<file path="src/rtl/pid_ahb_pkg.sv">
// Shared AHB-Lite encodings, PID register map and command format for the
// PID accelerator bus initiator.
package pid_ahb_pkg;

  typedef enum logic [1:0] {
    HTRANS_IDLE   = 2'b00,
    HTRANS_NONSEQ = 2'b10
  } htrans_e;

  typedef enum logic [1:0] {
    HRESP_OKAY  = 2'b00,
    HRESP_ERROR = 2'b01
  } hresp_e;

  localparam logic [2:0] HSIZE_WORD    = 3'b010;
  localparam logic [2:0] HBURST_SINGLE = 3'b000;
  localparam logic [3:0] HPROT_DATA    = 4'b0011;

  localparam logic [11:0] REG_INITN  = 12'h000;
  localparam logic [11:0] REG_COEFF0 = 12'h004;
  localparam logic [11:0] REG_COEFF1 = 12'h008;
  localparam logic [11:0] REG_COEFF2 = 12'h00C;
  localparam logic [11:0] REG_COEFF3 = 12'h010;
  localparam logic [11:0] REG_COEFF4 = 12'h014;
  localparam logic [11:0] REG_COEFF5 = 12'h018;
  localparam logic [11:0] REG_DIN0   = 12'h01C;
  localparam logic [11:0] REG_DIN1   = 12'h020;

  typedef struct packed {
    logic        write;
    logic [11:0] addr;
    logic [31:0] wdata;
  } pid_cmd_t;

  localparam int CMD_W = $bits(pid_cmd_t);

  // Word-aligned bus address: byte-lane bits of the offset are dropped.
  function automatic logic [31:0] word_addr(input logic [31:0] base, input logic [11:0] offset);
    return base | {20'h0_0000, offset[11:2], 2'b00};
  endfunction

endpackage

</file>
<file path="src/rtl/pid_ahb_cmd_fifo.sv">
// Command FIFO between the client port and the AHB address phase; the head
// entry is visible combinationally so it can drive the address phase.
module pid_ahb_cmd_fifo
  import pid_ahb_pkg::*;
#(
  parameter int FIFO_DEPTH = 4
) (
  input  logic             HCLK,
  input  logic             HRESET,
  input  logic             push,
  input  logic [CMD_W-1:0] push_data,
  input  logic             pop,
  output logic [CMD_W-1:0] head,
  output logic             full,
  output logic             empty
);

  localparam int PW = $clog2(FIFO_DEPTH);
  localparam int CW = PW + 1;
  localparam logic [CW-1:0] FULL_CNT = CW'(FIFO_DEPTH);

  logic [CMD_W-1:0] mem_r [FIFO_DEPTH];
  logic [PW-1:0]    wr_ptr_r;
  logic [PW-1:0]    rd_ptr_r;
  logic [CW-1:0]    count_r;
  logic             push_s;
  logic             pop_s;

  assign full   = (count_r == FULL_CNT);
  assign empty  = (count_r == {CW{1'b0}});
  assign push_s = push & ~full;
  assign pop_s  = pop & ~empty;
  assign head   = mem_r[rd_ptr_r];

  // Storage, pointers and occupancy.
  always_ff @(posedge HCLK or posedge HRESET) begin
    if (HRESET) begin
      wr_ptr_r <= {PW{1'b0}};
      rd_ptr_r <= {PW{1'b0}};
      count_r  <= {CW{1'b0}};
      for (int i = 0; i < FIFO_DEPTH; i++) begin
        mem_r[i] <= {CMD_W{1'b0}};
      end
    end else begin
      if (push_s) begin
        mem_r[wr_ptr_r] <= push_data;
        wr_ptr_r        <= wr_ptr_r + 1'b1;
      end
      if (pop_s) begin
        rd_ptr_r <= rd_ptr_r + 1'b1;
      end
      case ({push_s, pop_s})
        2'b10:   count_r <= count_r + 1'b1;
        2'b01:   count_r <= count_r - 1'b1;
        default: count_r <= count_r;
      endcase
    end
  end

endmodule

</file>
<file path="src/rtl/pid_ahb_master.sv">
// AHB-Lite initiator issuing single pipelined word transfers from a queued
// command stream, with wait-state and two-cycle ERROR handling.
module pid_ahb_master
  import pid_ahb_pkg::*;
#(
  parameter logic [31:0] BASE_ADDR  = 32'h4000_0000,
  parameter int          FIFO_DEPTH = 4
) (
  input  logic        HCLK,
  input  logic        HRESET,
  input  logic        cmd_valid,
  output logic        cmd_ready,
  input  logic        cmd_write,
  input  logic [11:0] cmd_addr,
  input  logic [31:0] cmd_wdata,
  output logic        rsp_valid,
  output logic        rsp_err,
  output logic [31:0] rsp_rdata,
  output logic [31:0] HADDR,
  output logic [1:0]  HTRANS,
  output logic        HWRITE,
  output logic [2:0]  HSIZE,
  output logic [2:0]  HBURST,
  output logic [3:0]  HPROT,
  output logic        HMASTLOCK,
  output logic [31:0] HWDATA,
  input  logic [31:0] HRDATA,
  input  logic        HREADY,
  input  logic [1:0]  HRESP
);

  pid_cmd_t         push_cmd_s;
  pid_cmd_t         head_s;
  logic [CMD_W-1:0] head_bits_s;
  logic             full_s;
  logic             empty_s;
  logic             push_s;
  logic             pop_s;
  logic             nonseq_s;
  logic             err_s;

  logic             ready_en_r;
  logic             cancel_r;
  logic             dp_valid_r;
  logic             dp_write_r;
  logic [31:0]      dp_wdata_r;
  logic             rsp_valid_r;
  logic             rsp_err_r;
  logic [31:0]      rsp_rdata_r;

  assign push_cmd_s = '{write: cmd_write, addr: cmd_addr, wdata: cmd_wdata};
  assign head_s     = pid_cmd_t'(head_bits_s);

  // ready_en_r keeps the port closed until the first edge after reset.
  assign cmd_ready = ready_en_r & ~full_s;
  assign push_s    = cmd_valid & cmd_ready;
  assign nonseq_s  = ~empty_s & ~cancel_r;
  assign pop_s     = nonseq_s & HREADY;
  assign err_s     = (HRESP == HRESP_ERROR);

  pid_ahb_cmd_fifo #(
    .FIFO_DEPTH(FIFO_DEPTH)
  ) u_cmd_fifo (
    .HCLK     (HCLK),
    .HRESET   (HRESET),
    .push     (push_s),
    .push_data(push_cmd_s),
    .pop      (pop_s),
    .head     (head_bits_s),
    .full     (full_s),
    .empty    (empty_s)
  );

  // Address phase follows the FIFO head; it only advances on a pop.
  always_comb begin
    HTRANS = HTRANS_IDLE;
    HADDR  = BASE_ADDR;
    HWRITE = 1'b0;
    if (!empty_s) begin
      HADDR  = word_addr(BASE_ADDR, head_s.addr);
      HWRITE = head_s.write;
      if (nonseq_s) begin
        HTRANS = HTRANS_NONSEQ;
      end else begin
        HTRANS = HTRANS_IDLE;
      end
    end else begin
      HTRANS = HTRANS_IDLE;
      HADDR  = BASE_ADDR;
      HWRITE = 1'b0;
    end
  end

  assign HSIZE     = HSIZE_WORD;
  assign HBURST    = HBURST_SINGLE;
  assign HPROT     = HPROT_DATA;
  assign HMASTLOCK = 1'b0;
  assign HWDATA    = dp_wdata_r;

  // Data-phase register and error-cancel flag.
  always_ff @(posedge HCLK or posedge HRESET) begin
    if (HRESET) begin
      ready_en_r <= 1'b0;
      cancel_r   <= 1'b0;
      dp_valid_r <= 1'b0;
      dp_write_r <= 1'b0;
      dp_wdata_r <= 32'h0000_0000;
    end else begin
      ready_en_r <= 1'b1;
      // First ERROR cycle withdraws the pending address phase for one cycle.
      if (dp_valid_r && err_s && !HREADY) begin
        cancel_r <= 1'b1;
      end else if (HREADY) begin
        cancel_r <= 1'b0;
      end else begin
        cancel_r <= cancel_r;
      end
      if (HREADY) begin
        dp_valid_r <= pop_s;
        dp_write_r <= pop_s & head_s.write;
        dp_wdata_r <= (pop_s && head_s.write) ? head_s.wdata : 32'h0000_0000;
      end else begin
        dp_valid_r <= dp_valid_r;
        dp_write_r <= dp_write_r;
        dp_wdata_r <= dp_wdata_r;
      end
    end
  end

  // Completion pulse, one cycle after the data phase ends.
  always_ff @(posedge HCLK or posedge HRESET) begin
    if (HRESET) begin
      rsp_valid_r <= 1'b0;
      rsp_err_r   <= 1'b0;
      rsp_rdata_r <= 32'h0000_0000;
    end else if (dp_valid_r && HREADY) begin
      rsp_valid_r <= 1'b1;
      rsp_err_r   <= err_s;
      rsp_rdata_r <= dp_write_r ? 32'h0000_0000 : HRDATA;
    end else begin
      rsp_valid_r <= 1'b0;
      rsp_err_r   <= 1'b0;
      rsp_rdata_r <= 32'h0000_0000;
    end
  end

  assign rsp_valid = rsp_valid_r;
  assign rsp_err   = rsp_err_r;
  assign rsp_rdata = rsp_rdata_r;

endmodule
</file>
<file path="config.mk">
export PLATFORM = sky130hd
export DESIGN_NAME = pid_ahb_master
export DESIGN_NICKNAME = d
export VERILOG_FILES = /design/src/rtl/pid_ahb_pkg.sv /design/src/rtl/pid_ahb_cmd_fifo.sv /design/src/rtl/pid_ahb_master.sv
export SDC_FILE = /design/constraint.sdc
export NUM_CORES = 1
export LEC_CHECK = 0
export CAP_MARGIN = 15
export CORE_MARGIN = 2
export CORE_UTILIZATION = 53
export CTS_CLUSTER_DIAMETER = 30
export DETAILED_ROUTE_END_ITERATION = 7
export PLACE_DENSITY = 0.8
export SLEW_MARGIN = 20
export SYNTH_ARGS = -nofsm -noshare
export SYNTH_HDL_FRONTEND = slang
export SYNTH_SLANG_ARGS = --single-unit
</file>
<file path="constraint.sdc">
create_clock -name HCLK -period 12.1 [get_ports HCLK]
set_input_delay 3.025 -clock HCLK [delete_from_list [all_inputs] [get_ports HCLK]]
set_output_delay 3.025 -clock HCLK [all_outputs]
set_load 0.1 [all_outputs]
</file>
* Word level (Yosys, flattened, before mapping)
Index checks and enable logic that the tools add are counted.
** Word-level totals
- Bits in registers :: 257
- Input bits :: 83
- Output and inout bits :: 113
- Logic and storage cells :: 65
** Operators by class
- $add $sub $neg :: 4
- $lt $le $gt $ge :: 3
- Eq/ne operators :: 4
- Multiplexer cells :: 18
- Bitwise logic cells :: 12
- Reductions and logical operators :: 9
** Operators by type and width (count)
- 180-bit bitwise mux :: 1
- 45-bit two-way mux :: 3
- 32-bit two-way mux :: 3
- 45-bit binary-select mux with 2-bit select :: 1
- 45-bit demux with 2-bit select :: 1
- 12-bit two-way mux :: 1
- 1-bit bitwise AND :: 7
- 3-bit >= comparator (second input constant) :: 2
- 2-bit NOT with 3-bit output :: 2
- 3-bit one-hot mux with 2 select lines :: 1
- 1-bit logical AND :: 5
- 1-bit two-way mux :: 5
- 2-bit by 1-bit adder with 2-bit output (second input constant) :: 2
- 2-bit by 1-bit == test with 1-bit output (second input constant) :: 2
- 2-bit two-way mux :: 2
- 2-bit nonzero test :: 2
- 3-bit by 1-bit adder with 3-bit output (second input constant) :: 1
- 3-bit == test (second input constant) :: 1
- 3-bit logical NOT :: 1
- 3-bit by 1-bit less-than comparator with 1-bit output (second input constant) :: 1
- 1-bit NOT :: 3
- 3-bit by 1-bit subtractor with 3-bit output (second input constant) :: 1
- 2-bit == test (second input constant) :: 1
- 1-bit logical NOT :: 1

* Logic depth before layout (Yosys ltp)
- Depth in word-level cells :: 7
- Mapped depth :: 10

* Cells and area by module
A second synthesis with hierarchy kept.
** Second synthesis, totals
- Cells, all modules :: 748
- Area, all modules :: 11436.0 um^2
** By module, submodules not included
- pid_ahb_cmd_fifo :: instances 1, cells an instance 472, area an instance 8231.6 um^2
- pid_ahb_master :: instances 1, cells an instance 276, area an instance 3204.3 um^2

* Least setup slack after synthesis
OpenSTA, ideal clock, no wires.
- Path kind :: reg-to-output
- Start :: register u_cmd_fifo.rd_ptr_r[0]
- End :: output HADDR[10]
- Data arrival time :: 1.824 ns
- Required time :: 9.075 ns
- Path slack :: 7.251 ns
- Stages on the path, launching flop included :: 6
- Path buffers :: 3
- Cells stage by stage :: dfrtp_1 -> buf_6 -> buf_4 -> buf_2 -> mux4_2 -> and2_1
** On the way
- Word-level cells in the longest chain between the ends :: 5
** Ends and longest elaborated chain
- start: declaration :: RTL line pid_ahb_cmd_fifo.sv:24 : logic [PW-1:0] rd_ptr_r;
- start signal: assignment :: RTL line pid_ahb_cmd_fifo.sv:39 : rd_ptr_r <= {PW{1'b0}};
- start signal: assignment :: RTL line pid_ahb_cmd_fifo.sv:50 : rd_ptr_r <= rd_ptr_r + 1'b1;
- 2-bit NOT with 3-bit output (not written as such) :: RTL line pid_ahb_cmd_fifo.sv:33 : assign head = mem_r[rd_ptr_r];
- 45-bit binary-select mux with 2-bit select :: RTL line pid_ahb_cmd_fifo.sv:33
- 45-bit two-way mux (not written as such) (2 in a row) :: RTL line pid_ahb_cmd_fifo.sv:33
- 12-bit two-way mux :: RTL line pid_ahb_master.sv:79 : if (!empty_s) begin
- end: declaration :: RTL line pid_ahb_master.sv:19 : output logic [31:0] HADDR,
No other way between the ends. The select of a mux whose other input is x is not followed.

* Worst setup path after layout
- Start :: register u_cmd_fifo.rd_ptr_r[0]
- End :: output HWRITE
** On the way
- Word-level cells in the longest chain between the ends :: 5
** Ends and longest elaborated chain
- 2-bit NOT with 3-bit output (not written as such) :: RTL line pid_ahb_cmd_fifo.sv:33
- 45-bit binary-select mux with 2-bit select :: RTL line pid_ahb_cmd_fifo.sv:33
- 45-bit two-way mux (not written as such) (2 in a row) :: RTL line pid_ahb_cmd_fifo.sv:33
- 1-bit two-way mux :: RTL line pid_ahb_master.sv:79
- end: declaration :: RTL line pid_ahb_master.sv:21 : output logic HWRITE,
No other way between the ends. The select of a mux whose other input is x is not followed.

==> metrics.txt <==
Leakage 6.800 nW; r2r setup slk 9.50 ns; Max Cap Viol 0; syn avg cell area 17.33 um^2; gr usage total 23.26%; WL/cell 22.05 um; measured slew at the worst slew-check pin 1.014 ns; CTS buffer count 46; I/O pins 196; routed via count 6277; WP data arrival 3.95 ns; Slowest-stage cell, CP clkdlybuf4s50_1; WP buf/inv 2; post-synth top area share 54.40%; Cell Area, Placed 12870 um^2; drt total wl 25.25 mm; cts hold-fix bufs 0; initial antenna violation count 1; vias in the first global route 7170; total power 0.004636 W; Worst Setup SP u_cmd_fifo.rd_ptr_r[0]; setup TNS 0 ns; final hold vios 0; crit-path max cell delay 1.14 ns; Tmin final 6.972 ns; Synth Flop Type dfrtp_1; Antenna Nets Post-Route 0; Syn Inst Count 661; Peak VDD IR 0.3627 mV; die area 22800 um^2; CP Launch Type register; CTS max path bufs 3; critical path class reg2out; Starting Density 54.32%; HP Start HWDATA[0]; Worst-Skew Late Latency 0.52 ns; Final period util 57.62%; RSZ-0062 raised after global routing no; EDFF count, synth 0; Hold Path Class reg2reg; count of cell types in the netlist 34; PortBufs 159; CTS clk-pin slew, worst paths 0.05 ns; vias per cell 5.482; RD Place Congestion 0.7625; Root Driver clkbuf_16; synthesized area 11450 um^2; H-tree depth 2; Final Util 68.41%; DP HPWL 14.86 mm; critical path, cell by cell buf_4 -> mux4_2 -> and2_1 -> clkdlybuf4s50_1; post-synthesis sequential area ratio 54.40%; CP top delay family buffers and inverters; post-cts sizing count 0; global-route wire length before repair 40.60 mm; Worst slew margin 32.19%; Layout area overhead 25.93%; CTS tree built; Detailed Routing Iterations Pass 1 4; Horiz. Die Dim 151.0 um; clock skew 0.01867 ns; Syn. warnings 0; worst flop-to-flop path startpoint u_cmd_fifo.count_r[0]; PwrDens 321.4 nW/um^2; outcome complete, no violations; Crit. End Element output port; DIE HEIGHT 151.0 um; Synth area leaders dfrtp_1 54%, mux2_4 21%, mux4_2 8.5%; drt drc 0; async set-reset flop share out of synthesis 100.0%; fmax 143.4 MHz; Critical Path RT 9.07 ns; NumNets Final 924; share of post-route cells with drive strength above 1 36.25%; commonest cells in the synthesized netlist 249 x dfrtp_1, 161 x mux2_4, 43 x and2_1, 43 x mux4_2, 37 x buf_4; Yosys reg bits 249; # rows 53; Core Box Area 21090 um^2; # setup viols final 0; Initial DRC Count 376; largest net degree at the start of global routing 110; cell accounting for the most synthesized area dfrtp_1; Max Slew Vio Count 0; critical path peak fanout 45; total setup buffers inserted after CTS 0; fin area 14430 um^2; GRT overflow 0; TritonCTS sink count 249; most common cell in the netlist dfrtp_1
## where the power goes
part           internal, W  leakage [nW]  switching [W]
sequential         0.00118          3.09       0.000206
combinational     0.000885          2.98        0.00110
clock             0.000830         0.734       0.000436
## cell usage in the layout (no fill, tap or decap), drive strengths merged, types with 9 or more instances in the layout
| master | Yosys | layout |
|---|---|---|
| dfrtp | 249 | 249 |
| clkbuf | 8 | 54 |
| a32o | 32 | 32 |
| inv | 10 | 16 |
| mux2 | 173 | 173 |
| clkdlybuf4s50 | 0 | 159 |
| buf | 68 | 10 |
| mux4 | 43 | 43 |
| conb | 2 | 35 |
| clkinv | 0 | 9 |
| and2 | 44 | 44 |
## per-stage QoR
step                      setup slack, ns  cells  hold slack, ns
final                               5.128   1145          0.4882
after global routing                4.970   1145          0.5063
after CTS                           5.073   1144          0.4901
after detailed placement            5.649   1062          0.4783
after global placement              5.633   1062          0.4746
after floorplan                     2.232    694          0.4676
## worst paths after layout
path,endpoint,cells after the start
max,HWRITE,4
min,HWDATA[0],1
max reg2reg,u_cmd_fifo.mem_r[42],4
min reg2reg,HWDATA[0],1
max in group asynchronous,u_cmd_fifo.rd_ptr_r[1],3
min in group asynchronous,rsp_rdata[16],2
## final cells by class
type / count / area [um^2]
fillers: 1367 / 6663
flip-flops and latches: 249 / 6233
multi-input cells: 359 / 4582
repair buffers: 169 / 1667
clock buffers: 54 / 1211
well taps: 275 / 344.1
clock inverters: 28 / 340.3
inverters: 10 / 45.04
diodes: 1 / 2.502
## worst reg2reg max path: stages, from the launching register on
cell and delay [ns]:
dfrtp_1 0.42, or3b_1 0.57, nand4_4 0.50, buf_4 0.59, mux2_2 0.41
## sequential cells by signal (all words and copies together) (netlist names)
| name | count |
|---|---|
| rsp_valid | 1 |
| rsp_rdata | 32 |
| ready_en_r | 1 |
| u_cmd_fifo.wr_ptr_r | 2 |
| dp_write_r | 1 |
| dp_valid_r | 1 |
| u_cmd_fifo.count_r | 3 |
| u_cmd_fifo.mem_r | 172 |
| cancel_r | 1 |
| u_cmd_fifo.rd_ptr_r | 2 |
| rsp_err | 1 |
| HWDATA | 32 |
## cell families (layout without fill, tap and decap cells)
group / Yosys count / in the layout / share of synthesized area, %
flops: 249 / 249 / 54.40
mux: 217 / 217 / 30.82
buf+inv: 86 / 261 / 6.739
simple gates: 60 / 60 / 3.812
compound gates: 35 / 35 / 2.982
fa+ha+maj: 6 / 6 / 0.7209
xor+xnor: 6 / 6 / 0.4588
other cells: 2 / 36 / 0.06556
## layer usage
| layer | global-route usage (%) | up-vias | wire length [um] |
|---|---|---|---|
| met2 | 39.16 | 245 | 12710 |
| met3 | 4.639 | 32 | 1573 |
| met5 | 0 | - | 0 |
| met1 | 30.89 | 3299 | 10530 |
| li1 | - | 2701 | - |
| met4 | 6.869 | 0 | 431 |
(Power assumes the default switching activity.)
